[src/rtl/fetch_irq_sequencer.sv]
// Front-end sequencing FSM: reset bubbles, long-immediate fetch, prioritised interrupt entry, stall/flush arbitration.
// Optional nested interrupt support is enabled by defining NESTED_IRQ_EN.
module fetch_irq_sequencer #(
    parameter int         NUM_IRQ      = 4,
    parameter int         IRQ_W        = (NUM_IRQ > 1) ? $clog2(NUM_IRQ) : 1,
    parameter int         IMM_WORDS    = 1,
    parameter int         INT_CYCLES   = 1,
    parameter int         RESET_CYCLES = 1,
    parameter logic [3:0] LONG_OPCODE  = 4'd12
) (
    input  logic               clk,
    input  logic               rst,
    input  logic [NUM_IRQ-1:0] irq,
    input  logic [3:0]         opcode,
    input  logic [1:0]         ra,
    input  logic               stall_in,
    input  logic               flush_in,
    output logic               PC_Write_En,
    output logic               IF_ID_Write_En,
    output logic               Inject_Bubble,
    output logic               Inject_Int,
    output logic [IRQ_W-1:0]   int_vec_sel,
    output logic               int_push,
    output logic               int_active
);

    typedef enum logic [1:0] {
        S_RESET,
        S_FETCH,
        S_FETCH_IMM,
        S_INTR
    } state_t;

    localparam logic [2:0] RST_LAST = 3'(RESET_CYCLES - 1);
    localparam logic [2:0] IMM_LAST = 3'(IMM_WORDS - 1);
    localparam logic [2:0] INT_LAST = 3'(INT_CYCLES - 1);

    state_t             state, state_next;
    logic [2:0]         cnt, cnt_next;
    logic [NUM_IRQ-1:0] pending, pending_next;
    logic [NUM_IRQ-1:0] irq_q, irq_rise;
    logic [NUM_IRQ-1:0] take_mask;
    logic [NUM_IRQ-1:0] lowest_onehot;
    logic [IRQ_W-1:0]   lowest_idx;
    logic               irq_allowed;
    logic               is_rti;

`ifdef NESTED_IRQ_EN
    logic [NUM_IRQ-1:0] in_service, in_service_next;
    logic               blocked;
`else
    logic               in_service, in_service_next;
`endif

    assign irq_rise = irq & ~irq_q;
    assign is_rti   = (opcode == 4'b1011) && (ra == 2'b11);

    // Lowest-index pending line wins; index 0 is highest priority.
    always_comb begin
        lowest_idx    = '0;
        lowest_onehot = '0;
        for (int i = NUM_IRQ - 1; i >= 0; i--) begin
            if (pending[i]) begin
                lowest_idx       = IRQ_W'(i);
                lowest_onehot    = '0;
                lowest_onehot[i] = 1'b1;
            end
        end
    end

`ifdef NESTED_IRQ_EN
    always_comb begin
        blocked = 1'b0;
        for (int i = 0; i < NUM_IRQ; i++) begin
            if (in_service[i] && (i <= int'(lowest_idx))) begin
                blocked = 1'b1;
            end
        end
    end

    assign irq_allowed = (pending != '0) && !blocked;
    assign int_active  = |in_service;
`else
    assign irq_allowed = (pending != '0) && !in_service;
    assign int_active  = in_service;
`endif

    always_comb begin
        state_next      = state;
        cnt_next        = cnt;
        take_mask       = '0;
        in_service_next = in_service;
        PC_Write_En     = 1'b1;
        IF_ID_Write_En  = 1'b1;
        Inject_Bubble   = 1'b0;
        Inject_Int      = 1'b0;
        int_vec_sel     = '0;
        int_push        = 1'b0;

        case (state)
            S_RESET: begin
                Inject_Bubble = 1'b1;
                if (cnt == RST_LAST) begin
                    state_next = S_FETCH;
                    cnt_next   = '0;
                end else begin
                    cnt_next = cnt + 3'd1;
                end
            end

            S_FETCH: begin
                if (flush_in) begin
                    Inject_Bubble = 1'b1;
                end else if (stall_in) begin
                    PC_Write_En    = 1'b0;
                    IF_ID_Write_En = 1'b0;
                    Inject_Bubble  = 1'b1;
                end else if (irq_allowed) begin
                    Inject_Int  = 1'b1;
                    int_vec_sel = lowest_idx;
                    take_mask   = lowest_onehot;
`ifdef NESTED_IRQ_EN
                    in_service_next = in_service | lowest_onehot;
`else
                    in_service_next = 1'b1;
`endif
                    state_next = S_INTR;
                    cnt_next   = '0;
                end else if (opcode == LONG_OPCODE) begin
                    IF_ID_Write_En = 1'b0;
                    Inject_Bubble  = 1'b1;
                    state_next     = S_FETCH_IMM;
                    cnt_next       = '0;
                end else if (is_rti) begin
`ifdef NESTED_IRQ_EN
                    // Clear only the most recently nested (lowest-index) level.
                    in_service_next = in_service & (in_service - 1'b1);
`else
                    in_service_next = 1'b0;
`endif
                end
            end

            S_FETCH_IMM: begin
                if (flush_in) begin
                    Inject_Bubble = 1'b1;
                    state_next    = S_FETCH;
                    cnt_next      = '0;
                end else if (stall_in) begin
                    PC_Write_En    = 1'b0;
                    IF_ID_Write_En = 1'b0;
                end else if (cnt < IMM_LAST) begin
                    IF_ID_Write_En = 1'b0;
                    Inject_Bubble  = 1'b1;
                    cnt_next       = cnt + 3'd1;
                end else begin
                    state_next = S_FETCH;
                    cnt_next   = '0;
                end
            end

            S_INTR: begin
                int_push      = 1'b1;
                Inject_Bubble = 1'b1;
                if (cnt == INT_LAST) begin
                    state_next = S_FETCH;
                    cnt_next   = '0;
                end else begin
                    cnt_next = cnt + 3'd1;
                end
            end

            default: begin
                state_next = S_RESET;
                cnt_next   = '0;
            end
        endcase
    end

    // A new edge on the line being taken this cycle is dropped; other lines still latch.
    assign pending_next = (pending | irq_rise) & ~take_mask;

    always_ff @(posedge clk) begin
        irq_q <= irq;
        if (rst) begin
            state      <= S_RESET;
            cnt        <= '0;
            pending    <= '0;
            in_service <= '0;
        end else begin
            state      <= state_next;
            cnt        <= cnt_next;
            pending    <= pending_next;
            in_service <= in_service_next;
        end
    end

endmodule

[config.mk]
export PLATFORM = sky130hd
export DESIGN_NAME = fetch_irq_sequencer
export DESIGN_NICKNAME = d
export VERILOG_FILES = /design/src/rtl/fetch_irq_sequencer.sv
export SDC_FILE = /design/constraint.sdc
export NUM_CORES = 1
export LEC_CHECK = 0
export CORE_UTILIZATION = 45
export DETAILED_ROUTE_END_ITERATION = 10
export PLACE_DENSITY = 0.75
export SLEW_MARGIN = 20
export SYNTH_ARGS = -nofsm -noshare
export SYNTH_HDL_FRONTEND = slang
export SYNTH_SLANG_ARGS = --single-unit
[constraint.sdc]
create_clock -name clk -period 2.1 [get_ports clk]
set_input_delay 0.42 -clock clk [delete_from_list [all_inputs] [get_ports clk]]
set_output_delay 0.42 -clock clk [all_outputs]
set_load 0.05 [all_outputs]
After elaboration in Yosys (flattened, before gate mapping)
Cells that the tools add are included.
Storage, ports and cells
  register bits: 14
  bits in latches: 0
  RAM bits: 0
  bits in read-only memories: 0
  logic and storage cells: 100
  memories: 0
Operators by class
  add/subtract/negate cells: 1
  multipliers: 0
  div/mod/pow operators: 0
  $lt $le $gt $ge: 1
  eq/ne operators: 13
  shift operators: 0
  multiplexer cells: 61
  bitwise logic cells: 7
  reduce and logical (&&, ||, !) cells: 12
Operator list (number)
  $mux 2: 16
  $mux 4: 8
  $mux 1: 25
  $mux 3: 8
  $ne 3x3->1 const B: 3
  $pmux 3 s3: 1
  $and 4x4->4: 2
  $eq 4x4->1 const B: 2
  $not 4->4: 2
  $eq 2x2->1 const B: 3
  $ne 2x2->1 const B: 3
  $pmux 2 s3: 1
  $reduce_and 6->1: 1
  $reduce_and 5->1: 1
  $or 4x4->4: 1
  $reduce_and 4->1: 1
  $reduce_bool 4->1: 1
  $reduce_or 2->1: 2
  $add 3x1->3 const B: 1
  $logic_not 3->1: 1
  $lt 3x1->1 const B: 1
  $pmux 1 s3: 1
  $eq 2x1->1 const B: 1
  $logic_and 1x1->1: 2
  other kinds (6): 7

Depth between registers and ports, before layout
Gate-level depths: netlist (run 1).
  depth after elaboration: 10
  mapped depth: 6

Worst setup path before layout (run 1)
Ideal clock, no wire load.
  path type: flip-flop to output port
  from: register state[0]
  to: output IF_ID_Write_En
  data arrival time: 2.264 ns
  path slack: -0.584 ns
  cell stages (with the launch flop): 5
  path buffers: 0
  path through: dfxtp_1 > inv_1 > ha_1 > or3b_2 > a21boi_0
Between the ends
  word-level cells in the longest chain between the ends: 2
  elaborated cells between the ends (all ways): 3
  those cells by class: eq/ne (2); mux (1)
RTL lines
  start, declared: RTL line 38  | state_t state, state_next;
  start signal, assigned: RTL line 191  | state <= state_next;
  $eq 2x2->1 / $eq 2x1->1 (equally long branches): RTL line 100  | case (state)
  $pmux 1 s2 *: RTL line 100
  end, declared: RTL line 19  | output logic IF_ID_Write_En,
Every way passes the cells marked *; elsewhere a longest branch is shown, timed or not.

Final worst setup path (run 1)
  from: register pending[3]
  to: output int_vec_sel[0]
Between the ends
  word-level cells in the longest chain between the ends: 8
  elaborated cells between the ends (all ways): 10
  those cells by class: mux (8); reduce/logical (2)
RTL lines
  start, declared: RTL line 40  | logic [NUM_IRQ-1:0] pending, pending_next;
  start signal, assigned: RTL line 193  | pending <= pending_next;
  $mux 2 (4 in a row): RTL line 63  | if (pending[i]) begin
  $mux 2 *: RTL line 118  | end else if (irq_allowed) begin
  $mux 2 *: RTL line 114  | end else if (stall_in) begin
  $mux 2 *: RTL line 112  | if (flush_in) begin
  $mux 2 *: RTL line 100
  end, declared: RTL line 22  | output logic [IRQ_W-1:0] int_vec_sel,
Marked as above.

==> results of run 1 <==
-- final timing paths --
kind	start	end	slack [ns]	depth (start not counted)
setup / recovery	pending[3]	int_vec_sel[0]	0.05	5
setup reg to reg	pending[0]	cnt[1]	0.35	5
hold reg to reg	irq_q[1]	pending[1]	0.50	2
hold / removal	irq_q[1]	pending[1]	0.50	2
-- tightest hold or removal path, delay by kind of cell (launching register included) --
family | cells | cell delay, ns
flip-flops | 1 | 0.30
AO/OA/AOI/OAI | 1 | 0.05
AND/OR/NAND/NOR | 1 | 0.10
-- through the flow --
stage	utilization (%)	power [uW]
global route	80.8	1440
floorplan	-	731
CTS	77.5	1320
finish	80.8	1370
global placement	71.3	1050
detailed placement	71.3	1060
-- area by class of cell --
class / instances / area [sq um] / area share, %
clock buffer: 4 / 36.3 / 2.95
timing repair buffer: 32 / 340 / 27.6
sequential: 14 / 284 / 23.1
multi-input combinational: 60 / 517 / 42.0
tap: 16 / 20.0 / 1.63
inverter: 9 / 33.8 / 2.74
-- registers in the layout (all words and copies together) (netlist names) --
| name | count |
|---|---|
| state | 2 |
| irq_q | 4 |
| int_active | 1 |
| cnt | 3 |
| pending | 4 |
-- per-layer routing --
metal / share of wire [%] / track usage, %
met1: 45 / 25.1
met5: 0 / 0
met2: 50 / 35.8
met4: 1.8 / 16.3
met3: 3.6 / 2.13
-- where the power goes --
group          switching (uW)  total, uW  internal (uW)
combinational             446        848            402
sequential               33.2        332            299
clock                    86.7        192            106
total                     566       1370            806
-- cells in the final DEF, fill, tap and decap left out, types with 2 or more instances in the layout --
cell             synthesis  routed
nor3_2                   0       2
dfxtp_2                  0       3
nor2_1                   3       2
buf_12                   0       5
nand3_1                  2       2
dlymetal6s2s_1           0       3
ha_1                     6       4
o21ai_0                  9       8
mux2i_1                  2       2
nand2_1                  6       6
inv_1                    9       9
dfxtp_1                 14      11
clkbuf_4                 0       3
dlygate4sd2_1            0       4
nor3b_1                  2       2
nor2b_1                  2       2
clkdlybuf4s50_1          0       7
a21oi_1                  8       8
buf_4                    0      13
-- repair_timing --
item / CTS / global route
pin swaps: 6 / 4
endpoints found under the hold margin: 0 / 0
endpoints found under the setup margin: 5 / 6
setup buffers: 2 / 1
resized for setup: 16 / 9
gates cloned: 0 / 0
-- logic make-up (layout without fill, tap and decap cells) --
family	after synthesis	count (layout)	synth area share [%]
flops	14	14	37.5
fa+ha+maj	6	6	10.0
buf+inv	10	45	5.02
compound gates	25	25	20.9
mux	2	2	2.68
simple gates	27	27	23.8
==> impl_metrics.py, run 1 <==
metrics = {
    "critical_path": {
        "endpoint_kind": "output pin",
        "cp-start-kind": "flip-flop",
        "max_stage_delay_ns": 0.42,
        "crit_type": "reg -> out",
        "cp_slowest_cell": "nor4_4",
        "cp_data_arrival_time_ns": 1.63,
        "critPathMaxFanout": 4,
        "crit_chain": "nor4_4 -> nand4bb_4 -> nor3_2 -> buf_4 -> buf_12",
        "critPathTopFamily": "simple AND/OR/NAND/NOR gates",
        "required_ns": 1.68,
        "cp.buffers_inverters": 2,
    },
    "timing": {
        "worstMarginPinSlew_ns": 0.504,
        "hold_viol": 0,
        "fin_ws_ns": 0.0533,
        "clock_skew_ns": 0.00230,
        "rsz0062_at_grt": "yes",
        "final_max_slew_viol_count": 0,
        "setup_tns_ns": 0,
        "max_freq_mhz": 489,
        "period_minus_slack_ns": 2.05,
        "timing.hold.ws_ns": 0.497,
        "finalCritPeriodShare_pct": 97.5,
        "slew_headroom_pct": 66.4,
        "setup_viol_count_final": 0,
    },
    "synthesis": {
        "synth_area_leader_cell": "dfxtp_1",
        "synth_area_leaders": "dfxtp_1 38%, ha_1 10%, o21ai_0 6.0%, a21oi_1 5.4%, inv_1 4.5%",
        "synth_ff_type": "dfxtp_1",
        "synth.avg_cell_area_sq_um": 8.89,
        "ys_top_cells_by_count": "14 x dfxtp_1, 9 x inv_1, 9 x o21ai_0, 8 x a21oi_1",
        "synth-seq-cells": 14,
        "synthArstFlopShare_pct": 0,
        "synthesis.nets": 104,
        "yosysSeqAreaShare_pct": 37.5,
        "post-synth-top-count-cell": "dfxtp_1",
        "synth_edf_count": 0,
        "yosys_warnings": 0,
        "syn_inst": 84,
        "syn-cell-area_sq_um": 747,
        "netlist.area_leader.share_pct": 37.5,
        "ys_types": 29,
    },
    "clock_tree": {
        "clkSinkCount": 14,
        "cts_buffer_depth": 2,
        "clk_latency_ns": 0.28,
        "tritoncts": "built",
        "cts_max_level": 1,
        "root_buffer": "clkbuf_4",
        "clk_pin_slew_ns": 0.08,
        "numCtsBuffers": 3,
        "ctsHoldBuffers": 0,
    },
    "floorplanning": {
        "ioPinCount": 22,
        "dieArea_sq_um": 1830,
        "core.rowCount": 14,
        "die-height_microns": 42.7,
        "die_x_microns": 42.7,
        "core_sq_um": 1520,
        "start_util_pct": 49.0,
    },
    "drt": {
        "wirelength_mm": 1.88,
        "ant_nets": 0,
        "wire_per_inst_microns": 13.9,
        "drtPass1Iterations": 4,
        "vias": 756,
        "via_per_inst": 5.60,
        "drtIter0Drc": 10,
        "drc": 0,
    },
    "grt": {
        "grt_pass1_wl_mm": 2.94,
        "grt_use_total_pct": 21.5,
        "grt_pass1_vias": 718,
        "grt_overflow_total": 0,
        "antenna_found_initial": 0,
        "grt_max_degree": 9,
    },
    "min_path": {
        "min_path_type": "reg -> reg",
    },
    "layout": {
        "stdcell_count": 135,
        "fillers": 91,
        "syn_to_final_growth_pct": 64.8,
        "design_area_sq_um": 1230,
        "antenna_cells": 0,
        "final_net_count": 140,
        "drive_gt1_share_pct": 32.8,
    },
    "placed_design": {
        "dp.cells": 129,
        "gp_congestion": 0.816,
        "place_hpwl_mm": 1.22,
        "detailedPlace.worstSlack_ns": -0.0627,
        "place.port_buffers": 21,
        "place_area_sq_um": 1090,
    },
    "power_and_ir_drop": {
        "p_leak_uw": 0.000545,
        "pwr_density_cell_nw_per_um2": 1110,
        "max-vdd-ir-drop_mv": 0.831,
    },
    "flow_run": {
        "maxCapViolations": 0,
    },
    "run_status": {
        "status": "complete, no violations",
    },
}
Power figures use the tool's default switching activity.
==> run 2, diff against run 1 <==
DONT_BUFFER_PORTS = 1   (was not set)
PLACE_DENSITY = 0.58   (was 0.75)
==> run 2 against run 1 <==
Register-to-register slack got worse by 0.09 ns. Power fell by 17%. Setup slack improved by 0.027 ns. Final area fell by 24%. Sequential power fell by 1%. Hold slack got worse by 0.33 ns. First-iteration DRC count rose by 10%. Sequential cell count did not move. Non-clock buffer count fell by 22. Clock-buffer cell count did not move. Global-route usage fell by 1.7 points. Utilization fell by 20 points. Largest cell class unchanged. Highest routed layer unchanged.
==> impl_metrics.py, run 2 (synthesized netlist as in run 1, its figures left out) <==
metrics = {
    "timing": {
        "slew_headroom_pct": 66.1,
        "worstMarginPinSlew_ns": 0.510,
        "finalCritPeriodShare_pct": 96.2,
        "rsz0062_at_grt": "no",
        "fin_ws_ns": 0.0806,
        "final_max_slew_viol_count": 0,
        "setup_tns_ns": 0,
        "timing.hold.ws_ns": 0.162,
        "period_minus_slack_ns": 2.02,
        "clock_skew_ns": 0.00455,
        "max_freq_mhz": 495,
        "setup_viol_count_final": 0,
        "hold_viol": 0,
    },
    "floorplanning": {
        "dieArea_sq_um": 1830,
        "core.rowCount": 14,
        "start_util_pct": 49.0,
        "core_sq_um": 1520,
        "ioPinCount": 22,
        "die_x_microns": 42.7,
        "die-height_microns": 42.7,
    },
    "critical_path": {
        "required_ns": 1.68,
        "cp.depth": 5,
        "critPathMaxFanout": 2,
        "max_stage_delay_ns": 0.39,
        "cp.buffers_inverters": 2,
        "cp-start-kind": "flip-flop",
        "critPathTopFamily": "simple AND/OR/NAND/NOR gates",
        "cp_data_arrival_time_ns": 1.60,
        "rr_worst_depth": 7,
        "crit_chain": "inv_1 -> ha_4 -> or3b_4 -> a21boi_1 -> buf_4",
        "cp_slowest_cell": "or3b_4",
        "endpoint_kind": "output pin",
        "crit_type": "reg -> out",
    },
    "layout": {
        "syn_to_final_growth_pct": 24.5,
        "drive_gt1_share_pct": 26.8,
        "reg_top3": "irq_q (4), pending (4), cnt (3)",
        "antenna_cells": 0,
        "final_net_count": 118,
        "layout_common_cells": "10 x dfxtp_1, 10 x buf_4, 9 x inv_1, 9 x o21ai_0, 8 x a21oi_1",
    },
    "clock_tree": {
        "cts_buffer_depth": 2,
        "tritoncts": "built",
        "numCtsBuffers": 3,
        "cts_max_level": 1,
        "clk_pin_slew_ns": 0.09,
        "root_buffer": "clkbuf_4",
        "cts_setup_buffers": 0,
        "clkSinkCount": 14,
        "clk_latency_ns": 0.27,
    },
    "min_path": {
        "hold_depth": 0,
        "min_path_type": "in -> reg",
    },
    "drt": {
        "vias": 631,
        "wire_per_inst_microns": 13.4,
        "drtPass1Iterations": 4,
        "wirelength_mm": 1.52,
        "ant_nets": 0,
        "via_per_inst": 5.58,
        "drtIter0Drc": 11,
        "drc": 0,
    },
    "flow_run": {
        "maxCapViolations": 0,
    },
    "power_and_ir_drop": {
        "power.total_uw": 1140,
        "p_switching_uw": 494,
        "p_leak_uw": 0.000388,
        "pwr-share-seq_pct": 28.9,
        "max-vdd-ir-drop_mv": 0.608,
        "power_frac_clock_pct": 16.9,
        "pwr_density_cell_nw_per_um2": 1220,
        "internal_power_uw": 644,
        "p_sw_share_pct": 43.4,
        "comb_power_share_pct": 54.2,
    },
    "placed_design": {
        "gp_congestion": 0.805,
        "detailedPlace.worstSlack_ns": 0.234,
        "place.port_buffers": 0,
        "place_hpwl_mm": 1.14,
    },
    "grt": {
        "antenna_found_initial": 0,
        "grt_max_degree": 9,
        "grt_pass1_wl_mm": 2.67,
        "grt_use_total_pct": 19.9,
        "grt_pass1_vias": 602,
        "grt_overflow_total": 0,
    },
    "run_status": {
        "status": "complete, no violations",
    },
}
[run 2: through the flow]
step           instance area (sq um)  cells  util (%)
2_1_floorplan                    747     84         -
3_3_place_gp                     843    109      55.3
3_5_place_dp                     843    109      55.3
4_1_cts                          890    113      58.4
5_1_grt                          930    113      61.0
6_report                         930    113      61.0
[run 2: power groups by stage]
stage          registers [uW]  clock network [uW]  logic (uW)
5_1_grt                   334                 220         667
3_3_place_gp              322                   0         568
2_1_floorplan             333                   0         398
3_5_place_dp              325                   0         575
6_report                  328                 193         617
4_1_cts                   322                 200         588
[run 2: path summary, 6_finish.rpt]
kind	start	endpoint	slack, ns
worst min register to register	irq_q[1]	pending[1]	0.48
worst min-delay path	irq[0]	irq_q[0]	0.16
worst max-delay path	state[0]	IF_ID_Write_En	0.08
worst max register to register	state[0]	cnt[1]	0.26
[run 2: cell type report]
cell class	instances	area [sq um]
clock buffers	4	36.3
fillers	136	594
inverters	9	33.8
multi-input cells	60	479
flip-flops and latches	14	285
well taps	16	20.0
repair buffers	10	75.1
[run 2: routing by layer]
| layer | GRT usage [%] | part of all wire, % |
|---|---|---|
| met1 | 27.8 | 50 |
| met2 | 27.3 | 45 |
| met3 | 4.68 | 3.9 |
| met4 | 11.9 | 1.1 |
| met5 | 0 | 0 |
[run 2: what timing repair did]
| action | in CTS | in global routing |
|---|---|---|
| resized for setup | 4 | 6 |
| endpoints found under the setup margin | 2 | 5 |
| hold buffers | 0 | 0 |
